==> config.mk <==
export PLATFORM = sky130hd
export DESIGN_NAME = moore_seq_gen
export DESIGN_NICKNAME = d
export VERILOG_FILES = /design/src/rtl/moore_seq_pkg.sv /design/src/rtl/moore_seq_shifter.sv /design/src/rtl/moore_seq_gen.sv
export SDC_FILE = /design/constraint.sdc
export NUM_CORES = 1
export LEC_CHECK = 0
export CAP_MARGIN = 20
export CORE_ASPECT_RATIO = 0.9
export CORE_UTILIZATION = 45
export CTS_BUF_LIST = sky130_fd_sc_hd__clkbuf_4
export CTS_CLUSTER_SIZE = 30
export DETAILED_ROUTE_END_ITERATION = 8
export PLACE_DENSITY = 0.67
export SLEW_MARGIN = 0
export SYNTH_ARGS = -nofsm -noshare
export SYNTH_HDL_FRONTEND = slang
export SYNTH_SLANG_ARGS = --single-unit
==> constraint.sdc <==
create_clock -name clk -period 2.2 [get_ports clk]
set_input_delay 0.44 -clock clk [delete_from_list [all_inputs] [get_ports clk]]
set_output_delay 0.44 -clock clk [all_outputs]
set_load 0.05 [all_outputs]
==> src/rtl/moore_seq_pkg.sv <==
// moore_seq_pkg: state encodings and default sizing shared by the sequence generator
// and the top level that maps the state onto its debug outputs.
`default_nettype none

package moore_seq_pkg;

    typedef enum logic [1:0] {
        ST_IDLE  = 2'd0,
        ST_SHIFT = 2'd1,
        ST_GAP   = 2'd2,
        ST_DONE  = 2'd3
    } state_t;

    localparam int DEF_WIDTH = 8;
    localparam int DEF_LEN_W = 4;
    localparam int DEF_CNT_W = 4;

endpackage

`default_nettype wire

==> src/rtl/moore_seq_shifter.sv <==
// moore_seq_shifter: loadable left-aligning shift register with a bits-remaining counter.
`default_nettype none

module moore_seq_shifter #(
    parameter int WIDTH = 8,
    parameter int LEN_W = 4
) (
    input  logic             clk,
    input  logic             rst_n,
    input  logic             clear_i,
    input  logic             load_i,
    input  logic             shift_i,
    input  logic [WIDTH-1:0] pattern_i,
    input  logic [LEN_W-1:0] len_i,
    output logic             msb_o,
    output logic             last_bit_o
);

    logic [WIDTH-1:0] sreg_q;
    logic [LEN_W-1:0] bcnt_q;

    // Zeros shift in from the right, so the register is empty once all len bits are out;
    // that keeps msb_o low outside a burst without extra gating.
    always_ff @(posedge clk or negedge rst_n) begin
        if (!rst_n) begin
            sreg_q <= '0;
            bcnt_q <= '0;
        end else if (clear_i) begin
            sreg_q <= '0;
            bcnt_q <= '0;
        end else if (load_i) begin
            sreg_q <= pattern_i << (LEN_W'(WIDTH) - len_i);
            bcnt_q <= len_i;
        end else if (shift_i) begin
            sreg_q <= {sreg_q[WIDTH-2:0], 1'b0};
            bcnt_q <= bcnt_q - LEN_W'(1);
        end
    end

    assign msb_o      = sreg_q[WIDTH-1];
    assign last_bit_o = (bcnt_q == LEN_W'(1));

endmodule

`default_nettype wire

==> src/rtl/moore_seq_gen.sv <==
// moore_seq_gen: serial pattern transmitter, MSB-first bursts with optional idle gaps,
// busy/done handshake and abort.
`default_nettype none

module moore_seq_gen
    import moore_seq_pkg::*;
#(
    parameter int WIDTH      = DEF_WIDTH,
    parameter int LEN_W      = DEF_LEN_W,
    parameter int CNT_W      = DEF_CNT_W,
    parameter int GAP_CYCLES = 1
) (
    input  logic             clk,
    input  logic             rst_n,
    input  logic             start_i,
    input  logic             abort_i,
    input  logic [WIDTH-1:0] pattern_i,
    input  logic [LEN_W-1:0] len_i,
    input  logic [CNT_W-1:0] repeat_n_i,
    output logic             x1_o,
    output logic             bit_valid_o,
    output logic             busy_o,
    output logic             done_o,
    output logic [1:0]       state_o
);

    localparam int GW = (GAP_CYCLES > 1) ? $clog2(GAP_CYCLES) : 1;

    state_t           state_q, state_d;
    logic [WIDTH-1:0] pat_q;
    logic [LEN_W-1:0] len_q;
    logic [CNT_W-1:0] rep_q, rep_d;
    logic [GW-1:0]    gcnt_q, gcnt_d;
    logic             bit_valid_q, busy_q, done_q;

    logic             sh_load, sh_shift, sh_last, sh_msb;
    logic [LEN_W-1:0] len_clamp;
    logic [WIDTH-1:0] ld_pat;
    logic [LEN_W-1:0] ld_len;
    logic             accept;

    assign len_clamp = (len_i > LEN_W'(WIDTH)) ? LEN_W'(WIDTH) : len_i;
    assign accept    = (state_q == ST_IDLE) && start_i && !abort_i;

    // The first burst loads straight from the ports; repeats reload the captured copy.
    assign ld_pat = (state_q == ST_IDLE) ? pattern_i : pat_q;
    assign ld_len = (state_q == ST_IDLE) ? len_clamp : len_q;

    always_comb begin
        state_d  = state_q;
        rep_d    = rep_q;
        gcnt_d   = gcnt_q;
        sh_load  = 1'b0;
        sh_shift = 1'b0;
        case (state_q)
            ST_IDLE: begin
                if (start_i) begin
                    rep_d = repeat_n_i;
                    if (len_clamp == '0) begin
                        state_d = ST_DONE;
                    end else begin
                        state_d = ST_SHIFT;
                        sh_load = 1'b1;
                    end
                end
            end
            ST_SHIFT: begin
                sh_shift = 1'b1;
                if (sh_last) begin
                    if (rep_q != '0) begin
                        rep_d = rep_q - CNT_W'(1);
                        if (GAP_CYCLES > 0) begin
                            state_d = ST_GAP;
                            gcnt_d  = GW'(GAP_CYCLES - 1);
                        end else begin
                            sh_load = 1'b1;
                        end
                    end else begin
                        state_d = ST_DONE;
                    end
                end
            end
            ST_GAP: begin
                if (gcnt_q == '0) begin
                    state_d = ST_SHIFT;
                    sh_load = 1'b1;
                end else begin
                    gcnt_d = gcnt_q - GW'(1);
                end
            end
            default: state_d = ST_IDLE;
        endcase
        if (abort_i) begin
            state_d = ST_IDLE;
        end
    end

    always_ff @(posedge clk or negedge rst_n) begin
        if (!rst_n) begin
            state_q     <= ST_IDLE;
            pat_q       <= '0;
            len_q       <= '0;
            rep_q       <= '0;
            gcnt_q      <= '0;
            bit_valid_q <= 1'b0;
            busy_q      <= 1'b0;
            done_q      <= 1'b0;
        end else begin
            state_q     <= state_d;
            rep_q       <= rep_d;
            gcnt_q      <= gcnt_d;
            bit_valid_q <= (state_d == ST_SHIFT);
            busy_q      <= (state_d == ST_SHIFT) || (state_d == ST_GAP);
            done_q      <= (state_d == ST_DONE);
            if (accept) begin
                pat_q <= pattern_i;
                len_q <= len_clamp;
            end
        end
    end

    moore_seq_shifter #(
        .WIDTH (WIDTH),
        .LEN_W (LEN_W)
    ) u_shifter (
        .clk        (clk),
        .rst_n      (rst_n),
        .clear_i    (abort_i),
        .load_i     (sh_load),
        .shift_i    (sh_shift),
        .pattern_i  (ld_pat),
        .len_i      (ld_len),
        .msb_o      (sh_msb),
        .last_bit_o (sh_last)
    );

    assign x1_o        = sh_msb;
    assign bit_valid_o = bit_valid_q;
    assign busy_o      = busy_q;
    assign done_o      = done_q;
    assign state_o     = state_q;

endmodule

`default_nettype wire

==> results.json <==
{
  "yosys_warnings": 0,
  "grt_setup_unrepaired": "yes",
  "ant_nets": 0,
  "io_pins": 26,
  "leakage_nw": 1.24,
  "final_design_area_no_fill_um2": 2830,
  "tritoncts": "yes",
  "grt_pass1_vias": 1920,
  "critPathLaunch": "state_o[1]$_DFF_PN0_",
  "ys.flop_type": "dfrtp_1",
  "outcome": "completed",
  "vias": 1919,
  "slew_headroom_pct": 67.0,
  "switching_power_w": 0.000605,
  "final_common_cell": "buf_4",
  "routabilityCongestion": 0.917,
  "die-height_um": 67.5,
  "layout_common_cells": "47 x buf_4, 31 x dfrtp_1, 22 x clkdlybuf4s50_1, 15 x o21ai_0, 13 x nor2_1",
  "total_power_w": 0.00174,
  "cts.path.max_buffers": 2,
  "setup_viol": 0,
  "num_rows": 23,
  "cts_sinks": 33,
  "grt_overflow": 0,
  "grt_max_degree": 34,
  "synth_cells": 220,
  "synth_edf_count": 0,
  "via_per_inst": 5.51,
  "p_int_w": 0.00113,
  "hpwl_um": 4180,
  "place_area_um2": 2760,
  "synth_seq_cells": 33,
  "hp-start": "pat_q[3]$_DFFE_PN0P_",
  "grt.total_usage_pct": 24.2,
  "root_buffer": "clkbuf_4",
  "critPathKind": "reg2reg",
  "finalCritPeriodShare_pct": 93.6,
  "start_util_pct": 47.4,
  "hold_violations": 0,
  "synth_cell_types": 61,
  "power.share.sequential_pct": 44.0,
  "die_x_um": 74.7,
  "cts-resized-gates": 2,
  "max_stage_delay_ns": 0.48,
  "worst_clock_skew_ns": 0.00745,
  "maxCapViolCount": 0,
  "nNetsFinal": 310,
  "clk-insertion-delay-late_ns": 0.33,
  "regToRegStartpoint": "state_o[1]$_DFF_PN0_",
  "numCtsBuffers": 5,
  "grt_pass1_wl_um": 9080,
  "maxSlewViolCount": 0,
  "antenna_found_initial": 0,
  "pwr_density_cell_nw_per_um2": 613,
  "clk_pin_slew_ns": 0.10,
  "crit_family": "compound AO/OA/AOI/OAI gates",
  "syn_nets": 245,
  "syn_area_um2": 2140,
  "ir_drop_v": 0.000463,
  "p_sw_share_pct": 34.8,
  "period_minus_slack_ns": 2.06,
  "crit_chain": "or2_0 -> buf_4 -> mux2_4 -> a211o_1 -> a221oi_1 -> a221o_1",
  "p_clk_share_pct": 18.7,
  "crit_required_ns": 2.48,
  "cpMaxStageDelayCell": "dfrtp_2",
  "ys_async_sr_fraction_pct": 100,
  "area_delta_synth_final_pct": 32.2,
  "cts-hold-fix-buffers": 0,
  "utilization_pct": 62.7,
  "htree_levels": 2,
  "arrival_ns": 2.33,
  "firstDrtPassIters": 4,
  "core-area_um2": 4520,
  "wl_per_cell_um": 15.4,
  "cp-end-kind": "flop",
  "dieArea_um2": 5040,
  "diodes": 0,
  "critPathMaxFanout": 15,
  "cts_setup_buffers": 0,
  "fin_setup_tns_ns": 0,
  "fin_hold_ws_ns": 0.492,
  "syn_area_per_cell_um2": 9.74,
  "synth_seq_area_share_pct": 38.6,
  "tightest_slew_ns": 0.493,
  "drive_gt1_share_pct": 26.9,
  "crit_buf_inv": 1,
  "drt_iter0_markers": 118,
  "rrSetupSlack_ns": 0.14,
  "start_kind": "flop",
  "max_freq_mhz": 486,
  "power_frac_comb_pct": 37.3,
  "postRouteWirelength_um": 5370,
  "min_path_type": "reg2reg",
  "port_buffers": 25,
  "drc_errors": 0
}
-- stage by stage --
step	setup WS [ns]	std cells
after floorplan	0.0534	220
after global placement	-0.315	340
after detailed placement	-0.302	340
after CTS	0.00288	348
after global routing	-0.00918	348
final	0.141	348
-- final cells by class --
class | count | area (um2)
multi-input cells | 165 | 1240
clock buffers | 5 | 37.5
repair buffers | 71 | 606
fillers | 405 | 1690
flip-flops and latches | 33 | 828
well taps | 62 | 77.6
clock inverters | 3 | 12.5
inverters | 9 | 33.8
-- state kept, by name, indices dropped and copies added, names as in the netlist --
name and cells:
pat_q 8, u_shifter.sreg_q 8, len_q 4, rep_q 4
u_shifter.bcnt_q 4, state_o 2, bit_valid_o 1, busy_o 1
done_o 1
-- power by group through the flow --
stage	combinational (W)	sequential, W	clock, W
6_report	0.000648	0.000764	0.000326
5_1_grt	0.000714	0.000772	0.000370
4_1_cts	0.000645	0.000762	0.000340
3_5_place_dp	0.000640	0.000774	0
3_3_place_gp	0.000635	0.000769	0
2_1_floorplan	0.000367	0.000780	0
-- routing by layer --
metal | GRT usage (%) | part of all wire [%]
met4 | 7.55 | 0.43
met2 | 39.3 | 48
met1 | 32.9 | 49
met3 | 4.33 | 2.8
met5 | 0 | 0
-- path summary, 6_finish.rpt --
check                                                   to  depth (start not counted)
setup / recovery           u_shifter.sreg_q[3]$_DFFE_PN0P_                          6
hold / removal                        pat_q[3]$_DFFE_PN0P_                          2
setup reg to reg           u_shifter.sreg_q[3]$_DFFE_PN0P_                          6
hold reg to reg                       pat_q[3]$_DFFE_PN0P_                          2
max in group asynchronous             state_o[1]$_DFF_PN0_                          2
min in group asynchronous             rep_q[1]$_DFFE_PN0P_                          2
-- cells by family after synthesis --
family | share of synthesized area (%)
AND/OR/NAND/NOR | 18.5
XOR/XNOR | 1.23
AO/OA/AOI/OAI | 26.5
flip-flops | 38.6
adder cells (fa/ha/maj) | 2.92
multiplexers | 7.77
buffers and inverters | 4.56
-- worst register-to-register path, cell delays in order (launching register included) --
cell	delay, ns
dfrtp_2	0.48
or2_0	0.22
buf_4	0.20
mux2_4	0.34
a211o_1	0.27
a221oi_1	0.34
a221o_1	0.16
-- cell usage after synthesis (4+ instances only) --
library cell  instances  area, um2
ha_1                  5       62.6
mux2i_1               5       50.1
inv_1                 9       33.8
o21ai_0              15       75.1
a211oi_1             10       75.1
buf_2                 9       45.0
a21oi_1               6       30.0
nor2_1               13       48.8
a221oi_1              5       43.8
mux2_2                9        101
dfrtp_1              33        826
a22oi_1               4       30.0
nor3_1                6       30.0
nand2b_1              6       37.5
nand2_1              12       45.0
(Power assumes the default switching activity.)
